<file path="src/rtl/scan_seq_nxn.sv">
// scan_seq_nxn: coefficient scan-order sequencer for NxN blocks (4x4 subblocks).
// Optional reverse scan support is compiled in with `define SCAN_REVERSE_EN.
// Ports:
//   clk, rst_n         clock / async active-low reset
//   start, log2_size,  new scan request and its config, sampled in IDLE
//   scan_type, reverse
//   abort              synchronous cancel
//   out_ready          downstream accept
//   out_valid, out_pos, out_x, out_y, out_idx, out_last
//                      current element (raster pos, column, row, scan index)
//   busy, done, err    status: not idle, completion pulse, bad-config pulse
module scan_seq_nxn #(
  parameter int MAX_LOG2 = 5,
  parameter int IDX_W    = 2 * MAX_LOG2
) (
  input  logic                clk,
  input  logic                rst_n,
  input  logic                start,
  input  logic [2:0]          log2_size,
  input  logic [1:0]          scan_type,
  input  logic                reverse,
  input  logic                abort,
  input  logic                out_ready,
  output logic                out_valid,
  output logic [IDX_W-1:0]    out_pos,
  output logic [MAX_LOG2-1:0] out_x,
  output logic [MAX_LOG2-1:0] out_y,
  output logic [IDX_W-1:0]    out_idx,
  output logic                out_last,
  output logic                busy,
  output logic                done,
  output logic                err
);

  localparam int CW = MAX_LOG2;

  typedef logic [CW-1:0] crd_t;

  localparam crd_t        C0 = '0;
  localparam crd_t        C1 = crd_t'(1);
  localparam crd_t        C3 = crd_t'(3);
  localparam logic [CW:0] K1 = (CW+1)'(1);
  localparam logic [IDX_W-1:0] I1 = IDX_W'(1);

  typedef enum logic [1:0] {
    IDLE = 2'd0,
    RUN  = 2'd1,
    DONE = 2'd2
  } state_t;

  state_t state_q, state_d;

  logic [2:0]       log2_q, log2_d;
  logic [1:0]       st_q, st_d;
  crd_t             sx_q, sx_d;
  crd_t             sy_q, sy_d;
  crd_t             cx_q, cx_d;
  crd_t             cy_q, cy_d;
  logic [IDX_W-1:0] idx_q, idx_d;
  logic             err_q, err_d;

  logic             rev_q;
  logic             rev_in;

  logic             lg_ok;
  logic             load;
  logic             fire;
  logic             last;
  logic             adv;
  logic             cend;
  crd_t             mlim;
  crd_t             mlim_new;
  logic [IDX_W-1:0] lastidx;
  logic [2*CW-1:0]  cstep;
  logic [2*CW-1:0]  sstep;

  // Largest subblock coordinate for a block of size 2^lg: (N/4)-1.
  function automatic crd_t lim_of(input logic [2:0] lg);
    crd_t all1;
    int   sh;
    all1 = '1;
    sh   = CW + 2 - int'(lg);
    if (sh < 0) sh = 0;
    return all1 >> sh;
  endfunction

  // One step forward or backward in a (lim+1)x(lim+1) grid.
  // Returns {y, x}. Types 0 and 3 are both the anti-diagonal order.
  function automatic logic [2*CW-1:0] step(
    input logic [1:0] st,
    input logic       bwd,
    input crd_t       x,
    input crd_t       y,
    input crd_t       lim
  );
    logic [CW:0] k;
    crd_t        nx;
    crd_t        ny;
    logic        hor;
    logic        ver;
    nx  = x;
    ny  = y;
    k   = '0;
    hor = (st == 2'd1);
    ver = (st == 2'd2);
    unique case (1'b1)
      hor && !bwd: begin
        if (x == lim) begin
          nx = C0;
          ny = y + C1;
        end else begin
          nx = x + C1;
        end
      end
      hor && bwd: begin
        if (x == C0) begin
          nx = lim;
          ny = y - C1;
        end else begin
          nx = x - C1;
        end
      end
      ver && !bwd: begin
        if (y == lim) begin
          ny = C0;
          nx = x + C1;
        end else begin
          ny = y + C1;
        end
      end
      ver && bwd: begin
        if (y == C0) begin
          ny = lim;
          nx = x - C1;
        end else begin
          ny = y - C1;
        end
      end
      !hor && !ver && !bwd: begin
        // End of a diagonal: jump to the bottom-most cell of the next one.
        if (y == C0 || x == lim) begin
          k  = {1'b0, x} + {1'b0, y} + K1;
          ny = (k > {1'b0, lim}) ? lim : k[CW-1:0];
          nx = k[CW-1:0] - ny;
        end else begin
          nx = x + C1;
          ny = y - C1;
        end
      end
      !hor && !ver && bwd: begin
        // Start of a diagonal: jump to the top-most cell of the previous one.
        if (x == C0 || y == lim) begin
          k  = {1'b0, x} + {1'b0, y} - K1;
          nx = (k > {1'b0, lim}) ? lim : k[CW-1:0];
          ny = k[CW-1:0] - nx;
        end else begin
          nx = x - C1;
          ny = y + C1;
        end
      end
      default: begin
        nx = x;
        ny = y;
      end
    endcase
    return {ny, nx};
  endfunction

`ifdef SCAN_REVERSE_EN
  assign rev_in = reverse;

  always_ff @(posedge clk or negedge rst_n) begin
    if (!rst_n) begin
      rev_q <= 1'b0;
    end else if (load) begin
      rev_q <= rev_in;
    end
  end
`else
  logic unused_reverse;
  assign unused_reverse = reverse;
  assign rev_in         = 1'b0;
  assign rev_q          = 1'b0;
`endif

  assign lg_ok    = (log2_size >= 3'd2) &&
                    (log2_size <= 3'(MAX_LOG2));
  assign load     = (state_q == IDLE) && start &&
                    !abort && lg_ok;
  assign fire     = (state_q == RUN) && out_ready;
  assign mlim     = lim_of(log2_q);
  assign mlim_new = lim_of(log2_size);

  always_comb begin
    logic [IDX_W-1:0] all1i;
    all1i   = '1;
    lastidx = ~(all1i << (2 * int'(log2_q)));
  end

  assign last  = (idx_q == lastidx);
  assign adv   = fire && !abort && !last;
  assign cend  = rev_q ? (cx_q == C0 && cy_q == C0)
                       : (cx_q == C3 && cy_q == C3);
  assign cstep = step(st_q, rev_q, cx_q, cy_q, C3);
  assign sstep = step(st_q, rev_q, sx_q, sy_q, mlim);

  // State register
  always_ff @(posedge clk or negedge rst_n) begin
    if (!rst_n) begin
      state_q <= IDLE;
    end else begin
      state_q <= state_d;
    end
  end

  // Next-state logic
  always_comb begin
    state_d = state_q;
    unique case (1'b1)
      state_q == IDLE: begin
        if (load) state_d = RUN;
      end
      state_q == RUN: begin
        if (abort)           state_d = IDLE;
        else if (fire && last) state_d = DONE;
      end
      default: begin
        state_d = IDLE;
      end
    endcase
  end

  // Output logic
  always_comb begin
    busy      = (state_q != IDLE);
    out_valid = (state_q == RUN);
    done      = (state_q == DONE);
    out_last  = (state_q == RUN) && last;
    err       = err_q;
    out_idx   = idx_q;
    out_x     = (sx_q << 2) | cx_q;
    out_y     = (sy_q << 2) | cy_q;
    out_pos   = (IDX_W'(out_y) << log2_q) | IDX_W'(out_x);
  end

  // Datapath next-state: subblock walks only when the coefficient
  // walk has finished its 4x4 tile.
  always_comb begin
    log2_d = log2_q;
    st_d   = st_q;
    sx_d   = sx_q;
    sy_d   = sy_q;
    cx_d   = cx_q;
    cy_d   = cy_q;
    idx_d  = idx_q;
    err_d  = (state_q == IDLE) && start &&
             !abort && !lg_ok;
    if (load) begin
      log2_d = log2_size;
      st_d   = scan_type;
      idx_d  = '0;
      sx_d   = rev_in ? mlim_new : C0;
      sy_d   = rev_in ? mlim_new : C0;
      cx_d   = rev_in ? C3 : C0;
      cy_d   = rev_in ? C3 : C0;
    end else if (adv) begin
      idx_d = idx_q + I1;
      if (cend) begin
        {sy_d, sx_d} = sstep;
        cx_d = rev_q ? C3 : C0;
        cy_d = rev_q ? C3 : C0;
      end else begin
        {cy_d, cx_d} = cstep;
      end
    end
  end

  always_ff @(posedge clk or negedge rst_n) begin
    if (!rst_n) begin
      log2_q <= '0;
      st_q   <= '0;
      sx_q   <= '0;
      sy_q   <= '0;
      cx_q   <= '0;
      cy_q   <= '0;
      idx_q  <= '0;
      err_q  <= 1'b0;
    end else begin
      log2_q <= log2_d;
      st_q   <= st_d;
      sx_q   <= sx_d;
      sy_q   <= sy_d;
      cx_q   <= cx_d;
      cy_q   <= cy_d;
      idx_q  <= idx_d;
      err_q  <= err_d;
    end
  end

endmodule

</file>
<file path="config.mk">
export PLATFORM = sky130hd
export DESIGN_NAME = scan_seq_nxn
export DESIGN_NICKNAME = d
export VERILOG_FILES = /design/src/rtl/scan_seq_nxn.sv
export SDC_FILE = /design/constraint.sdc
export NUM_CORES = 1
export LEC_CHECK = 0
export CAP_MARGIN = 0
export CORE_MARGIN = 1.5
export CORE_UTILIZATION = 49
export CTS_CLUSTER_SIZE = 40
export DETAILED_ROUTE_END_ITERATION = 16
export PLACE_DENSITY_LB_ADDON = 0.25
export SLEW_MARGIN = 25
export SYNTH_ARGS = -nofsm -noshare
export SYNTH_HDL_FRONTEND = slang
export SYNTH_SLANG_ARGS = --single-unit
</file>
<file path="constraint.sdc">
create_clock -name clk -period 4.25 [get_ports clk]
set_clock_uncertainty 0.15 [all_clocks]
set_input_delay 0.425 -clock clk [delete_from_list [all_inputs] [get_ports clk]]
set_output_delay 0.425 -clock clk [all_outputs]
set_load 0.03 [all_outputs]
</file>
==> flow_summary.toml, run 1 <==
[status]
status = "completed"

[final_layout]
final_nets = 612
post-route-util = 0.620
syn_to_final_growth_pct = 21.5
drive_gt1_frac = 0.180
diodes = 0

[synthesis]
synth.largest_area_cell = "dfrtp_1"
syn-cell-area_sq_um = 4230
ys.warnings.count = 0
synth_seq_cells = 38
yosys.cell_types.count = 80
syn_area_per_cell_sq_um = 8.33
yosysTopAreaCellShare = 0.225
yosysSeqAreaShare = 0.225
synth_fp_nets = 554
syn_inst = 508
synth_most_common_cell = "nand2_1"
synthTopCellsByCount = "nand2_1, nor2_1, dfrtp_1"
async_flop_share = 1.00
synth-edff-count = 0
yosys-top-cells-area = "dfrtp_1, ha_1, nand2_1, o21ai_0, xor2_1"
synth_flop_cell = "dfrtp_1"

[floorplanning]
placementRows = 33
die_h_um = 95.9
die_area_sq_um = 9200
die_w_um = 95.9
io_pins = 46
design.core.area_sq_um = 8300
initial_utilization = 0.510

[power_and_ir_drop]
vdd_drop_max_v = 0.000412
pwr-share-clk = 0.128
p_per_area_nw_per_um2 = 502
p_leak_nw = 2.20
pwr-share-comb = 0.676
switchingPower_mw = 1.26
total_power_mw = 2.58
swShare = 0.488
internal_power_mw = 1.32
p_seq_frac = 0.196

[sta]
slew_viol_final = 0
period_needed_ps = 4250
setup_viol = 0
hold_violations = 0
holdWs_ps = 367
post-route-period-util = 0.999
max_freq_ghz = 0.235
worst_pin_slew_ps = 671
max-slew-margin-rel = 0.548
rsz0062_at_grt = "yes"

[route]
via_per_inst = 6.24
post_drt_wl_per_cell_um = 18.4
drcViolationCount = 0
vias = 4190
first_pass_iters = 5
wl_um = 12400
ant_nets = 0
initialDrtViolationCount = 395

[global_route]
grtUsageTotal = 0.282
grt_pass1_vias = 3924
grt_pass1_wl_um = 19800
grt-ovfl-total = 0
grt_max_degree = 39
antenna_found_initial = 0

[cts]
cts_buffers = 5
ctsRootBufferMaster = "clkbuf_8"
path_clk_slew_ps = 90
clkLatencyLatePin_ps = 310
cts_sinks = 38
clockBufferDepth = 2
htree_levels = 2
cts_tree = "yes"

[place]
gp_congestion = 0.938
dp_hpwl_um = 8910
numPortBuffers = 44

[setup_path]
cp_slowest_stage_delay_ps = 400
endpoint_kind = "flop"
r2r_setup_slack_ps = 2
worst-setup-path-type = "reg -> reg"
worstPathCellList = "inv_2 > ha_4 > inv_2 > fa_2 > xor2_2 > ha_1 > o21ai_1 > a21oi_1 > o31a_1 > nor2_2 > mux2i_2 > ha_2 > fa_2 > inv_1 > a21o_1 > a21oi_2 > xor2_1 > o221ai_1 > a32o_1"
critPathLaunchType = "flop"
cp_max_fo = 3
worstPathRequired_ps = 4300
arrival_ps = 4290
cp_slowest_cell = "dfrtp_1"

[job]
cap_violations = 0

[worst_hold_path]
hp-class = "reg -> reg"
[layer usage]
layer	global-route usage	routed length (um)	vias up	part of all wire
met5	0	0	-	0
met4	0.118	299	0	0.024
met3	0.0498	1010	30	0.082
met2	0.426	5620	202	0.45
met1	0.395	5430	1981	0.44
li1	-	-	1977	-
[cells by family after synthesis]
family	share of synthesized area
adders and majority gates	0.109
muxes	0.0514
buffers and inverters	0.0650
and+or+nand+nor	0.232
DFF	0.225
xor gates and xnor gates	0.0674
AOI/OAI and AO/OA	0.250
[metrics by stage]
step                cells  TNS (ps)  worst slack [ps]  instance area [sq um]
floorplan             508         0              34.7                   4240
global placement      652         0              2.03                   4830
detailed placement    652      -116             -71.5                   4830
CTS                   665         0             0.989                   4990
global route          672      -187              -110                   5140
finish                672         0              2.40                   5140
[final timing paths]
kind | start | end | cells past startpoint
min in group asynchronous | rst_n | cx_q[3]$_DFFE_PN0P_ | 2
hold / removal | state_q[1]$_DFFE_PN0P_ | state_q[1]$_DFFE_PN0P_ | 1
setup / recovery | sy_q[0]$_DFFE_PN0P_ | sx_q[4]$_DFFE_PN0P_ | 19
max in group asynchronous | rst_n | sy_q[4]$_DFFE_PN0P_ | 2
setup reg to reg | sy_q[0]$_DFFE_PN0P_ | sx_q[4]$_DFFE_PN0P_ | 19
hold reg to reg | state_q[1]$_DFFE_PN0P_ | state_q[1]$_DFFE_PN0P_ | 1
[critical path, delay by kind of cell (launching register included)]
kind / cells / cell delay [ps]
AND/OR/NAND/NOR: 1 / 190
AO/OA/AOI/OAI: 7 / 1240
flip-flops: 1 / 400
XOR/XNOR: 2 / 420
buffers and inverters: 3 / 170
multiplexers: 1 / 270
adder cells (fa/ha/maj): 5 / 1300
[power groups by stage]
stage / clock (mW) / combinational, mW / sequential (mW)
4_1_cts: 0.337 / 1.68 / 0.504
5_1_grt: 0.349 / 1.89 / 0.519
3_3_place_gp: 0 / 1.63 / 0.507
6_report: 0.330 / 1.74 / 0.506
2_1_floorplan: 0 / 1.21 / 0.487
3_5_place_dp: 0 / 1.65 / 0.511
[sequential cells by signal, indices dropped and copies added, names as in the netlist]
register and flops:
cx_q 5, cy_q 5, err 1, log2_q 3
out_idx 10, st_q 2, state_q 2, sx_q 5
sy_q 5
[layout by cell type, fill, tap and decap left out, types with 9 or more instances in the layout]
master           synthesis  routed
nand3_1                 19      19
inv_1                   23      19
clkdlybuf4s50_1          0      43
a21oi_1                 21      20
mux2i_1                 15      14
ha_1                    32      27
nor2b_1                 11      10
and2_1                   9       9
xnor2_1                 12      11
dfrtp_1                 38      38
nand2_1                 46      46
nor2_1                  39      38
nor3_1                   9       9
o21ai_0                 34      31
xor2_1                  18      16
buf_4                    4      38
[layout make-up]
class / instances / area [sq um]
multi-input cells: 413 / 3120
fillers: 710 / 3160
repair buffers: 82 / 726
clock buffers: 5 / 68.8
well taps: 105 / 131
inverters: 26 / 97.6
clock inverters: 3 / 45.0
flip-flops and latches: 38 / 951
[repair_timing]
item	CTS	global route
endpoints found under the hold margin	0	38
hold buffers	0	1
resized for setup	4	22
pin swaps	1	21
setup buffers	5	6
setup endpoints to repair	3	4
Power figures use the tool's default switching activity.
==> run 2: changes to the inputs <==
CORE_UTILIZATION = 45   (was 49)
==> flow_summary.toml, run 2 (synthesis gave the netlist of run 1 again) <==
[status]
status = "completed"

[setup_path]
cp_max_fo = 4
cp.buffers_inverters = 3
worstPathRequired_ps = 4300
critPathLaunchType = "flop"
endpoint_kind = "flop"
arrival_ps = 4200
worst-setup-path-type = "reg -> reg"
cp_slowest_cell = "fa_2"
cp_slowest_stage_delay_ps = 410
rr_worst_depth = 19
worst-path-stages = 19
worstPathCellList = "inv_2 > ha_4 > inv_2 > fa_2 > xor2_2 > ha_1 > o21ai_2 > a21oi_1 > o31a_1 > nor2_4 > mux2i_2 > ha_2 > fa_2 > inv_1 > a21o_1 > a21oi_2 > xor2_1 > o221ai_1 > a32o_2"
cp_top_family = "adder cells"

[final_layout]
final_nets = 606
layout_commonest_cell = "nand2_1"
fin_area_sq_um = 5120
syn_to_final_growth_pct = 21.1
drive_gt1_frac = 0.180
fin_cells = 672
most-common-layout-cells = "nand2_1, clkdlybuf4s50_1, nor2_1"
post-route-util = 0.557
n_fill_cell = 844
diodes = 0
largest_reg_flops = 10

[route]
ant_nets = 0
vias = 4067
first_pass_iters = 5
initialDrtViolationCount = 271
wl_um = 12000
drcViolationCount = 0
via_per_inst = 6.05
post_drt_wl_per_cell_um = 17.8

[global_route]
grt_max_degree = 39
antenna_found_initial = 0
grt_pass1_vias = 3970
grt_pass1_wl_um = 19700
grtUsageTotal = 0.246
grt-ovfl-total = 0

[worst_hold_path]
hold_path_depth = 1
hp-class = "reg -> reg"

[sta]
post-route-period-util = 0.976
setup_viol = 0
period_needed_ps = 4150
max_freq_ghz = 0.241
fin_setup_tns_ps = 0
slew_viol_final = 0
worst_pin_slew_ps = 707
holdWs_ps = 367
max-slew-margin-rel = 0.527
hold_violations = 0
rsz0062_at_grt = "yes"
fin_ws_ps = 101

[power_and_ir_drop]
p_per_area_nw_per_um2 = 499
total_power_mw = 2.56
vdd_drop_max_v = 0.000392
p_leak_nw = 2.17

[floorplanning]
io_pins = 46
initial_utilization = 0.460
placementRows = 35
die_area_sq_um = 9990
die_w_um = 100
die_h_um = 100
design.core.area_sq_um = 9200

[cts]
cts_buffers = 5
cts_tree = "yes"
clkLatencyLatePin_ps = 300
path_clk_slew_ps = 90
clockBufferDepth = 2
ctsRootBufferMaster = "clkbuf_8"
cts_sinks = 38
htree_levels = 2

[place]
dp_hpwl_um = 8870
gp_congestion = 0.868
post-place-ws_ps = -139
dp_cells = 657
numPortBuffers = 44
placed_cell_area_sq_um = 4830

[job]
cap_violations = 0
==> run 2: area by class of cell <==
cell class,count,area (sq um),area share
clock buffers,5,68.8,0.0134
clock inverters,3,45.0,0.00879
inverters,26,97.6,0.0190
multi-input cells,413,3140,0.612
flip-flops and latches,38,953,0.186
well taps,111,139,0.0271
repair buffers,76,684,0.134
==> run 2: per-layer routing <==
layer	wire (um)	share of wire	up-vias	GRT usage
met5	0	0	-	0
met4	198	0.017	0	0.0607
met3	686	0.057	14	0.0369
met2	5500	0.46	130	0.405
met1	5590	0.47	1960	0.341
li1	-	-	1963	-
==> run 2: what timing repair did <==
action                     CTS  global route
pin swaps                    2            21
hold buffers                 0             1
buffers inserted             1             5
setup endpoints to repair    4             4
gates resized for setup      7            25
hold endpoints to repair     0            23
==> run 2: report_power, final <==
group / internal [mW] / switching [mW] / total (mW)
Combinational: 0.718 / 0.998 / 1.72
Clock: 0.175 / 0.158 / 0.333
Sequential: 0.412 / 0.0952 / 0.507
Total: 1.30 / 1.25 / 2.56
==> run 2: path summary, 6_finish.rpt <==
check	from	endpoint	slack [ps]
min in group asynchronous	rst_n	out_idx[5]$_DFFE_PN0P_	500
hold / removal	state_q[1]$_DFFE_PN0P_	state_q[1]$_DFFE_PN0P_	370
setup / recovery	sx_q[0]$_DFFE_PN0P_	sx_q[4]$_DFFE_PN0P_	100
hold reg to reg	state_q[1]$_DFFE_PN0P_	state_q[1]$_DFFE_PN0P_	370
setup reg to reg	sx_q[0]$_DFFE_PN0P_	sx_q[4]$_DFFE_PN0P_	100
max in group asynchronous	rst_n	sy_q[1]$_DFFE_PN0P_	3060
